**config.mk**
```make
export PLATFORM = sky130hd
export DESIGN_NAME = adpll_tx_seq
export DESIGN_NICKNAME = d
export VERILOG_FILES = /design/src/rtl/adpll_tx_seq.sv
export SDC_FILE = /design/constraint.sdc
export NUM_CORES = 1
export LEC_CHECK = 0
export CAP_MARGIN = 30
export CORE_MARGIN = 2
export CORE_UTILIZATION = 48
export DETAILED_ROUTE_END_ITERATION = 7
export HOLD_SLACK_MARGIN = 0.05
export PLACE_DENSITY = 0.79
export RECOVER_POWER = 25
export SYNTH_ARGS = -nofsm -noshare
export SYNTH_HDL_FRONTEND = slang
export SYNTH_SLANG_ARGS = --single-unit
```
**constraint.sdc**
```tcl
create_clock -name clk_i -period 2.8 [get_ports clk_i]
set_input_delay 0.7 -clock clk_i [delete_from_list [all_inputs] [get_ports clk_i]]
set_output_delay 0.7 -clock clk_i [all_outputs]
set_load 0.02 [all_outputs]
```
**src/rtl/adpll_tx_seq.sv**
```systemverilog
// ---------------------------------------------------------------------------
// adpll_tx_seq -- transmit-burst sequencer for an all-digital PLL.
//
// Loads the channel frequency word, enables the ADPLL in TX mode, waits for
// channel lock (bounded by LOCK_TIMEOUT), then streams upstream bits onto
// data_mod_o, one bit per SYM_CYCLES clocks. It reports completion with done_o,
// lock problems with lock_err_o, and missing data with underrun_o.
//
// Ports
//   clk_i            system clock (32 MHz), rising edge
//   rst_ni           asynchronous active-low reset
//   start_i          single-cycle burst request (honoured in IDLE / ERR)
//   abort_i          single-cycle cancel (ARM / LOCK_WAIT / SYM / ERR)
//   channel_fcw_i    channel word, MHz x 16384, captured on accepted start
//   tx_bit_i         upstream bit
//   tx_bit_valid_i   upstream bit is valid
//   tx_last_i        upstream bit is the last one of the burst
//   tx_bit_ready_o   bit accepted when valid & ready at a rising edge
//   channel_lock_i   lock indication from the ADPLL controller
//   adpll_en_o       ADPLL enable
//   adpll_mode_o     0=PD 1=TEST 2=RX 3=TX
//   fcw_o            registered channel word
//   data_mod_o       modulation bit
//   busy_o           high outside IDLE and ERR
//   done_o           one-cycle pulse on successful completion
//   lock_err_o       sticky lock timeout / lock loss
//   underrun_o       sticky symbol boundary with no valid bit
//
// state     | meaning
// ----------+---------------------------------------------------------------
// IDLE      | powered down, waiting for start
// ARM       | one cycle: TX mode selected, ADPLL still disabled
// LOCK_WAIT | ADPLL enabled, waiting for channel_lock with timeout
// SYM       | streaming symbols; lock must stay high
// DONE      | one cycle: done pulse, ADPLL powered down
// ERR       | lock timeout or lock loss; waits for start or abort
// ---------------------------------------------------------------------------
module adpll_tx_seq #(
  parameter int unsigned SYM_CYCLES   = 32,
  parameter int unsigned LOCK_TIMEOUT = 4096
) (
  input  logic        clk_i,
  input  logic        rst_ni,
  input  logic        start_i,
  input  logic        abort_i,
  input  logic [25:0] channel_fcw_i,
  input  logic        tx_bit_i,
  input  logic        tx_bit_valid_i,
  input  logic        tx_last_i,
  output logic        tx_bit_ready_o,
  input  logic        channel_lock_i,
  output logic        adpll_en_o,
  output logic [1:0]  adpll_mode_o,
  output logic [25:0] fcw_o,
  output logic        data_mod_o,
  output logic        busy_o,
  output logic        done_o,
  output logic        lock_err_o,
  output logic        underrun_o
);

  localparam int SW = (SYM_CYCLES > 1) ? $clog2(SYM_CYCLES) : 1;
  localparam int LW = (LOCK_TIMEOUT > 1) ? $clog2(LOCK_TIMEOUT) : 1;
  localparam logic [SW-1:0] SYM_LAST  = SW'(SYM_CYCLES - 1);
  localparam logic [LW-1:0] LOCK_LAST = LW'(LOCK_TIMEOUT - 1);

  localparam logic [1:0] MODE_PD = 2'd0;
  localparam logic [1:0] MODE_TX = 2'd3;

  typedef enum logic [2:0] {
    ST_IDLE, ST_ARM, ST_LOCK_WAIT, ST_SYM, ST_DONE, ST_ERR
  } state_e;

  state_e      state_q, state_d;
  logic [LW-1:0] wait_cnt_q, wait_cnt_d;
  logic [SW-1:0] sym_cnt_q, sym_cnt_d;
  logic        last_pend_q, last_pend_d;
  logic [25:0] fcw_q, fcw_d;
  logic        data_mod_q, data_mod_d;
  logic        lock_err_q, lock_err_d;
  logic        underrun_q, underrun_d;
  logic        adpll_en_q, busy_q, done_q;
  logic [1:0]  adpll_mode_q;

  // Ready depends only on state and counters, never on inputs.
  assign tx_bit_ready_o = (state_q == ST_SYM) && (sym_cnt_q == SYM_LAST) && !last_pend_q;

  always_comb begin
    state_d     = state_q;
    wait_cnt_d  = wait_cnt_q;
    sym_cnt_d   = sym_cnt_q;
    last_pend_d = last_pend_q;
    fcw_d       = fcw_q;
    data_mod_d  = data_mod_q;
    lock_err_d  = lock_err_q;
    underrun_d  = underrun_q;

    unique case (state_q)
      ST_IDLE: begin
        if (start_i) begin
          state_d    = ST_ARM;
          fcw_d      = channel_fcw_i;
          lock_err_d = 1'b0;
          underrun_d = 1'b0;
        end
      end
      ST_ARM: begin
        if (abort_i) begin
          state_d = ST_IDLE;
        end else begin
          state_d    = ST_LOCK_WAIT;
          wait_cnt_d = '0;
        end
      end
      ST_LOCK_WAIT: begin
        // Lock beats a simultaneous timeout.
        if (abort_i) begin
          state_d = ST_IDLE;
        end else if (channel_lock_i) begin
          state_d     = ST_SYM;
          sym_cnt_d   = SYM_LAST;
          last_pend_d = 1'b0;
        end else if (wait_cnt_q == LOCK_LAST) begin
          state_d    = ST_ERR;
          lock_err_d = 1'b1;
        end else begin
          wait_cnt_d = wait_cnt_q + 1'b1;
        end
      end
      ST_SYM: begin
        if (abort_i) begin
          state_d = ST_IDLE;
        end else if (!channel_lock_i) begin
          state_d    = ST_ERR;
          lock_err_d = 1'b1;
        end else if (sym_cnt_q == SYM_LAST) begin
          sym_cnt_d = '0;
          if (last_pend_q) begin
            state_d = ST_DONE;
          end else if (tx_bit_valid_i) begin
            data_mod_d  = tx_bit_i;
            last_pend_d = tx_last_i;
          end else begin
            data_mod_d = 1'b0;
            underrun_d = 1'b1;
          end
        end else begin
          sym_cnt_d = sym_cnt_q + 1'b1;
        end
      end
      ST_DONE: begin
        state_d = ST_IDLE;
      end
      ST_ERR: begin
        if (abort_i) begin
          state_d = ST_IDLE;
        end else if (start_i) begin
          state_d    = ST_ARM;
          fcw_d      = channel_fcw_i;
          lock_err_d = 1'b0;
          underrun_d = 1'b0;
        end
      end
      default: state_d = ST_IDLE;
    endcase

    // Modulation is only ever driven while symbols are being sent.
    if (state_d != ST_SYM) data_mod_d = 1'b0;
  end

  always_ff @(posedge clk_i or negedge rst_ni) begin
    if (!rst_ni) begin
      state_q      <= ST_IDLE;
      wait_cnt_q   <= '0;
      sym_cnt_q    <= '0;
      last_pend_q  <= 1'b0;
      fcw_q        <= '0;
      data_mod_q   <= 1'b0;
      lock_err_q   <= 1'b0;
      underrun_q   <= 1'b0;
      adpll_en_q   <= 1'b0;
      adpll_mode_q <= MODE_PD;
      busy_q       <= 1'b0;
      done_q       <= 1'b0;
    end else begin
      state_q      <= state_d;
      wait_cnt_q   <= wait_cnt_d;
      sym_cnt_q    <= sym_cnt_d;
      last_pend_q  <= last_pend_d;
      fcw_q        <= fcw_d;
      data_mod_q   <= data_mod_d;
      lock_err_q   <= lock_err_d;
      underrun_q   <= underrun_d;
      // Control outputs are decoded from the next state so they are
      // registered yet line up with the state they describe.
      adpll_en_q   <= (state_d == ST_LOCK_WAIT) || (state_d == ST_SYM);
      adpll_mode_q <= ((state_d == ST_ARM) || (state_d == ST_LOCK_WAIT) ||
                       (state_d == ST_SYM)) ? MODE_TX : MODE_PD;
      busy_q       <= (state_d != ST_IDLE) && (state_d != ST_ERR);
      done_q       <= (state_d == ST_DONE);
    end
  end

  assign adpll_en_o   = adpll_en_q;
  assign adpll_mode_o = adpll_mode_q;
  assign fcw_o        = fcw_q;
  assign data_mod_o   = data_mod_q;
  assign busy_o       = busy_q;
  assign done_o       = done_q;
  assign lock_err_o   = lock_err_q;
  assign underrun_o   = underrun_q;

endmodule

```
== After elaboration in Yosys (flattened, before gate mapping) ==
Index checks and enable logic that the tools add are counted.
Word-level totals
  word-level logic and storage cells: 122
  output and inout bits: 35
  input port bits: 34
  register bits after elaboration: 55
Operators by class
  reductions and logical operators: 24
  equal/unequal tests: 27
  multiplexer cells: 57
  $add $sub $neg: 2
Operator list (count)
  2-to-1 mux 26 bit: 2
  case mux 26 bit (2 select lines): 1
  2-to-1 mux 12 bit: 4
  2-to-1 mux 1 bit: 28
  2-to-1 mux 3 bit: 9
  2-to-1 mux 5 bit: 5
  != test 2 bit (second input constant): 12
  case mux 12 bit (2 select lines): 1
  case mux 3 bit (5 select lines): 1
  AND reduction 5 bit: 3
  AND reduction 7 bit: 2
  adder 12 x 1 -> 12 bit (second input constant): 1
  equality test 12 bit (second input constant): 1
  equality test 3 x 2 -> 1 bit (second input constant): 4
  nonzero test 2 bit: 6
  case mux 5 bit (2 select lines): 1
  equality test 3 x 1 -> 1 bit (second input constant): 2
  equality test 3 bit (second input constant): 2
  != test 2 x 1 -> 1 bit (second input constant): 3
  AND reduction 6 bit: 1
  nonzero test 3 bit: 2
  adder 5 x 1 -> 5 bit (second input constant): 1
  equality test 5 bit (second input constant): 1
  2-to-1 mux 2 bit: 2
  other kinds (11): 15

== Depth between registers and ports, before layout ==
  word-level depth: 9
  depth in mapped cells: 10
  depth with buffers taken out: 10

== Worst setup path before layout ==
OpenSTA, ideal clock, no wires.
  path type: register to register
  start: register sym_cnt_q[0] (netlist name)
  end: register wait_cnt_q[11]
  stages on the path, launching flop included: 10
  data required time: 2.723 ns
  path slack: 0.395 ns
  arrival time: 2.328 ns
  path buffers: 0
  cell sequence: dfrtp_1 ha_1 and3_1 ha_1 and4_1 or3_1 o311ai_2 a21o_4 or4_2 a21oi_1
RTL lines
  end signal, assigned: line 187  | wait_cnt_q <= wait_cnt_d;
  end, declared: line 75  | logic [LW-1:0] wait_cnt_q, wait_cnt_d;

==> results.md <==
- Final worst-path cycle share: 0.954
- Crit path kind: reg -> reg
- Final Skew: 8.71 ps
- Least-Margin Pin Slew: 2060 ps
- YS warnings: 0
- Tot GR Track Use: 0.209
- CTS Buf Count: 5
- Largest net degree at the start of global routing: 40
- DIE AREA: 6020 um^2
- WHS Path Cells: 1
- Multi-input logic area: ~1100 um^2
- Worst-path clk slew: 100 ps
- Avg Cell Area, Syn: 11.5 um^2
- Status: finished with violations
- Mapped Area: 2600 um^2
- Setup TNS: 0 ps
- Clock root buffer: clkbuf_8
- Aggregate global routing overflow: 0
- FF-to-FF End: wait_cnt_q[11]$_DFFE_PN0P_
- Power Dens Cells: just under 1000 nW/um^2
- Diodes inserted: 0
- Worst hold path startpoint: fcw_o[24]$_DFFE_PN0P_
- Met3 WL post-DR: 309 um
- Die Y: 77.6 um
- Initial Util: 0.503
- # setup viols final: 0
- Cell Rows: 26
- Minimum clock period: 2670 ps
- F_max: 374 MHz
- Cell internal pwr: 0.00220 W
- Commonest non-fill, non-tap cell in the layout: clkdlybuf4s50_1
- Final wirelength: 5920 um
- Failing checks: max-capacitance violations, max-slew violations
- Reg-to-reg slack, setup: 130 ps
- Worst setup SP type: flip-flop
- Async SR Flop Fraction: 1.00
- Worst Hold Class: reg -> reg
- WP data required: 3020 ps
- RSZ-0062 raised after global routing: no
- Detail Route Antenna Nets: 0
- Pre-CTS setup slack: -62.7 ps
- Synth Register Bits: 54
- Highest-count cells in the layout ignoring fill and taps: clkdlybuf4s50_1 (66), dfrtp_1 (54), mux2_2 (26)
- RR Startpoint: sym_cnt_q[0]$_DFFE_PN0P_
- Final max-slew violation count: 40
- Drt initial violations: 181
- R2R cell count: 9
- # IOs: 69
- Post-CTS Repair Setup Buffers: 0
- P_sw: 0.00125 W
- Die width: approximately 78 um
- Sequential power share: 0.357
- Vias in the first global route: 2120
- Final-layout fill cell count: 379
- Nets@finish: 346
- Placer Congestion: 0.880
- MaxCap Viol Count: 1
- Input/output buffers: 68
- Ys flop type: dfrtp_1
- Peak VDD IR: 0.000749 V
- H-tree levels: 2
- Placeable core area: 5170 um^2
- Synth cell types: 55
- Top sig layer: met4
- TritonCTS clock tree: done
- WP data arrival: between 2000 and 3000 ps
- DRC violations left: 0
- Design Area, Final: 3540 um^2
- Cts repair resizes: 1
- Clock Power Share: 0.146
- Initial antenna violation count: 0
- DR WL met2: 3020 um
- Synth Instances: 227
- Metal1 wirelength: 2530 um
- Static Leak: between 1 and 1.5 nW
- DR WL/cell: roughly 16 um
- Setup WS post-layout: approximately 130 ps
- Longest Clk Path Bufs: 2
- Detailed Place HPWL: 4490 um
- Post-synthesis sequential area ratio: 0.520
- Post-DP Area: 3440 um^2
- Worst Hold End: fcw_o[24]$_DFFE_PN0P_
- Area growth syn-to-layout: 36.0%
- Synth Net Count: 264
- Post-synth EDFFs: 0
- FF+latch area: 1350 um^2
- CP Max Fanout: 11
- DR vias: around 2000
- Avg Vias per Cell: 5.38
- First-pass GRT wire length: 10000 um
- Post-CTS Hold Fix Bufs: 0
- Fin. Hold Viols: 0
- Headroom to the max-slew limit: -0.371
- Layout cells sized above 1: 0.223
- Switching Share: 0.362
- Comb power frac: 0.497
- Worst hold slack: just over 500 ps
- Skew-Pair Late Insertion Delay: 290 ps
- Critical Path End Type: flip-flop
- Clock sinks: 54
- DR pass1 iterations: 4
[synth_stat cells (4+ instances only)]
master,instances,area [um^2]
nor2_1,17,63.8
a21oi_1,13,65.1
dfrtp_1,54,1350
mux2_2,26,293
nand3_1,12,60.1
nor4_1,4,25.0
o21ai_0,5,25.0
inv_1,7,26.3
buf_2,5,25.0
nand2_1,18,67.6
[power groups by stage]
stage | Combinational (W) | Sequential, W | Clock (W)
2_1_floorplan | 0.000732 | 0.00149 | 0
3_3_place_gp | 0.00169 | 0.00122 | 0
3_5_place_dp | 0.00172 | 0.00125 | 0
4_1_cts | 0.00173 | 0.00123 | 0.000520
5_1_grt | 0.00184 | 0.00127 | 0.000551
6_report | 0.00171 | 0.00123 | 0.000505
[area by class of cell]
type                    count  share of cell area
clock buffers               7              0.0216
repair buffers             87               0.233
clock inverters             1             0.00849
inverters                   7             0.00743
multi-input cells         154               0.323
well taps                  70              0.0248
flip-flops and latches     54               0.382
[how the worst max path moves through the flow]
stage,startpoint,to,slack [ps],depth (start not counted)
floorplan,sym_cnt_q[0]$_DFFE_PN0P_,wait_cnt_q[11]$_DFFE_PN0P_,390,9
global placement,start_i,wait_cnt_q[11]$_DFFE_PN0P_,30,7
detailed placement,start_i,wait_cnt_q[11]$_DFFE_PN0P_,-60,7
CTS,sym_cnt_q[0]$_DFFE_PN0P_,wait_cnt_q[11]$_DFFE_PN0P_,130,9
global route,sym_cnt_q[0]$_DFFE_PN0P_,wait_cnt_q[7]$_DFFE_PN0P_,4,9
finish,sym_cnt_q[0]$_DFFE_PN0P_,wait_cnt_q[11]$_DFFE_PN0P_,130,9
[registers in the layout (all words and copies together) (netlist names)]
| name | count |
|---|---|
| data_mod_o | 1 |
| fcw_o | 26 |
| wait_cnt_q | 12 |
| underrun_o | 1 |
| adpll_en_o | 1 |
| busy_o | 1 |
| state_q | 3 |
| last_pend_q | 1 |
| adpll_mode_o | 1 |
| sym_cnt_q | 5 |
| done_o | 1 |
| lock_err_o | 1 |
[critical path, stage by stage, from the launching register on]
cell and delay, ps:
dfrtp_1 410, ha_1 220, and3_1 200, ha_1 230, and4_1 190, or3_1 130
o311ai_2 130, a21o_4 280, or4_2 640, a21oi_1 170
[cell families (layout without fill, tap and decap cells)]
kind of cell             count (synthesis)  count (layout)  synth area share
flip-flops                              54              54             0.520
buffers and inverters                   19             102            0.0433
multiplexers                            27              27             0.116
AO/OA/AOI/OAI                           43              43             0.124
adder cells (fa/ha/maj)                  3               3            0.0144
XOR/XNOR                                 4               4            0.0135
AND/OR/NAND/NOR                         77              77             0.169
[stage by stage]
step                       util  total power, W  std cells
after floorplan               -         0.00222        227
after CTS                 0.685         0.00348        380
after detailed placement  0.664         0.00297        372
final                     0.684         0.00345        380
after global routing      0.684         0.00366        380
after global placement    0.664         0.00291        372
[layer usage]
layer / vias to the layer above / track usage
li1: 981 / -
met1: 993 / 0.267
met2: 65 / 0.361
met3: 4 / 0.0395
met4: 0 / 0.0589
met5: - / 0
No activity file was read; power rests on OpenSTA's default activity.
==> variant: new RTL, config.mk and constraints unchanged <==
Change the parameter `SYM_CYCLES` from 32 to 128.
--- a/src/rtl/adpll_tx_seq.sv
+++ b/src/rtl/adpll_tx_seq.sv
@@ -36,7 +36,7 @@
 // ERR       | lock timeout or lock loss; waits for start or abort
 // ---------------------------------------------------------------------------
 module adpll_tx_seq #(
-  parameter int unsigned SYM_CYCLES   = 32,
+  parameter int unsigned SYM_CYCLES   = 128,
   parameter int unsigned LOCK_TIMEOUT = 4096
 ) (
   input  logic        clk_i,
Formal check against the unedited RTL: same outputs for any inputs over 10 cycles, from zero or initial values and one cycle with rst_ni low; that may be too few to reach the edited logic, so the function may still have changed.
==> variant against the original RTL <==
- area after synthesis up 0.82%
- die area increased by 0.79%
- total power decreased by 2.2%
- routed wire length decreased by 7.3%
- final area is 1.5% lower
- fmax grew 3.1%
- sequential cell count up 2
- worst setup slack better by 0.081 ns
- critical path type is now register to output pin
==> variant: results (changes against the original RTL) <==
The run finished with clean final reports. The sequential-to-total area share from yosys stat was 0.535 (+0.0149). The path with the worst hold slack has its endpoint at fcw_o[12]$_DFFE_PN0P_. The maximum fanout count along the critical path was 4 (-7); the pin count of the biggest net entering global routing was 25 (-38%). Net count of the finished layout: 342 (-1.2%).

The tools report the number of nets in the synthesized netlist as 271 (+2.7%). In the post-synthesis netlist, the biggest area contributors are sky130_fd_sc_hd__dfrtp_1 53%, sky130_fd_sc_hd__mux2_2 12%, sky130_fd_sc_hd__nor2_1 2.6%, sky130_fd_sc_hd__a21oi_1 2.5%, sky130_fd_sc_hd__nand2_1 2.4%. The depth of the worst register-to-register path was 7 (-2). The wire length of the first global-routing pass is 9490 um (-5.2%). The tools report the number of placed instances with taps included as 369 (-0.81%). In this run the critical register-to-register path is launched from sym_cnt_q[0]$_DFFE_PN0P_. The commonest cells after synthesis are 56 x sky130_fd_sc_hd__dfrtp_1, 28 x sky130_fd_sc_hd__mux2_2, 18 x sky130_fd_sc_hd__nor2_1. The mean area per synthesized cell was 11.2 um^2 (-2.6%). The tools report the starting DRC count in detailed routing as 64 (-65%). The maximum single-stage delay on the critical path was 0.41 ns (-0.23 ns).

The worst reg2reg path endpoint is busy_o$_DFF_PN0_. The average via count per standard cell is 5.36 (-0.39%), and the routability-driven placement congestion ratio is 0.824 (-6.4%). The relative slew slack was 0.250 (+0.622).

The count of unique library cells instantiated by Yosys is 43 (-22%). The startpoint identified for the worst hold timing path is fcw_o[12]$_DFFE_PN0P_. The total detailed-routing wirelength is 5480 um (-7.3%).

The fraction of power spent switching nets is 0.373 (+0.0105). The setup slack on the worst flop-to-flop path was 0.80 ns (+0.67 ns); the count of buffers inserted at the top-level ports was 68 (unchanged). Average wire per standard cell: 14.5 um (-6.6%). The slowest stage of the critical path is the sky130_fd_sc_hd__dfrtp_1 cell. The tree is rooted in a sky130_fd_sc_hd__clkbuf_8. The tools report the number of detailed-route iterations in the first pass as 4 (unchanged). The fraction of layout instances using a drive strength above 1 is 0.166 (-0.0565), and the global-route usage over all layers is 0.197 (-0.0119).

The worst-case clock skew is 0.0145 ns (+0.00584 ns), and the total half-perimeter wirelength after legalization and detailed placement is 4070 um (-9.3%). The source-to-sink clock delay at the later pin of the worst-skew pair was 0.31 ns (+0.02 ns). The run gives 2,027 (-4.4%) as the via count of the first global-routing pass.
variant: changes by cell type in the layout (fill, tap and decap cells not counted), sizes merged, moves of 4 or more:
cell / before / now
buf: 19 / 6
xor2: 1 / 7
nor4: 5 / 0
o21ai: 5 / 10
a21o: 4 / 0
or4: 4 / 0
variant: cell type report:
class                   count  area [um^2]
fillers                   430         1720
well taps                  70         87.6
clock buffers               5         68.8
inverters                   6         22.5
repair buffers             76          738
multi-input cells         161         1140
flip-flops and latches     56         1400
clock inverters             3         22.5
variant: worst max-delay path: cells and delay by family, from the launching register on:
kind / cells / cell delay, ns
adder cells (fa/ha/maj): 1 / 0.24
buffers and inverters: 1 / 0.35
AND/OR/NAND/NOR: 4 / 0.58
flip-flops: 1 / 0.41
variant: cells by family (layout without fill, tap and decap cells):
| group | Yosys count | in the layout | synth area share |
|---|---|---|---|
| and+or+nand+nor | 79 | 79 | 0.166 |
| AOI/OAI and AO/OA | 45 | 45 | 0.116 |
| xor gates and xnor gates | 7 | 7 | 0.0234 |
| buffers and inverters | 18 | 90 | 0.0296 |
| muxes | 28 | 28 | 0.120 |
| adders and majority gates | 2 | 2 | 0.00955 |
| DFF | 56 | 56 | 0.535 |
variant: worst max path at each step:
stage	from	end	slack, ns	cells past startpoint
6_report	sym_cnt_q[0]$_DFFE_PN0P_	tx_bit_ready_o	0.21	6
5_1_grt	sym_cnt_q[0]$_DFFE_PN0P_	tx_bit_ready_o	0.08	6
4_1_cts	sym_cnt_q[0]$_DFFE_PN0P_	tx_bit_ready_o	0.20	6
3_5_place_dp	abort_i	wait_cnt_q[10]$_DFFE_PN0P_	0.11	6
3_3_place_gp	abort_i	wait_cnt_q[6]$_DFFE_PN0P_	0.17	6
2_1_floorplan	sym_cnt_q[0]$_DFFE_PN0P_	tx_bit_ready_o	0.48	5
variant: metal layers:
layer	part of all wire	track usage
met5	0	0
met4	0.015	0.0526
met3	0.061	0.0570
met2	0.49	0.311
met1	0.44	0.268
variant: through the flow:
| step | hold slack [ns] | utilization | area [um^2] |
|---|---|---|---|
| after floorplan | 0.404 | - | 2620 |
| after global placement | 0.489 | 0.654 | 3400 |
| after detailed placement | 0.494 | 0.654 | 3400 |
| after CTS | 0.333 | 0.671 | 3490 |
| after global routing | 0.533 | 0.669 | 3480 |
| final | 0.513 | 0.669 | 3480 |
variant: power by group through the flow:
stage / clock, mW / combinational (mW) / sequential [mW]
2_1_floorplan: 0 / 0.670 / 1.55
3_3_place_gp: 0 / 1.62 / 1.29
3_5_place_dp: 0 / 1.65 / 1.31
4_1_cts: 0.460 / 1.66 / 1.29
5_1_grt: 0.490 / 1.77 / 1.34
6_report: 0.445 / 1.64 / 1.29
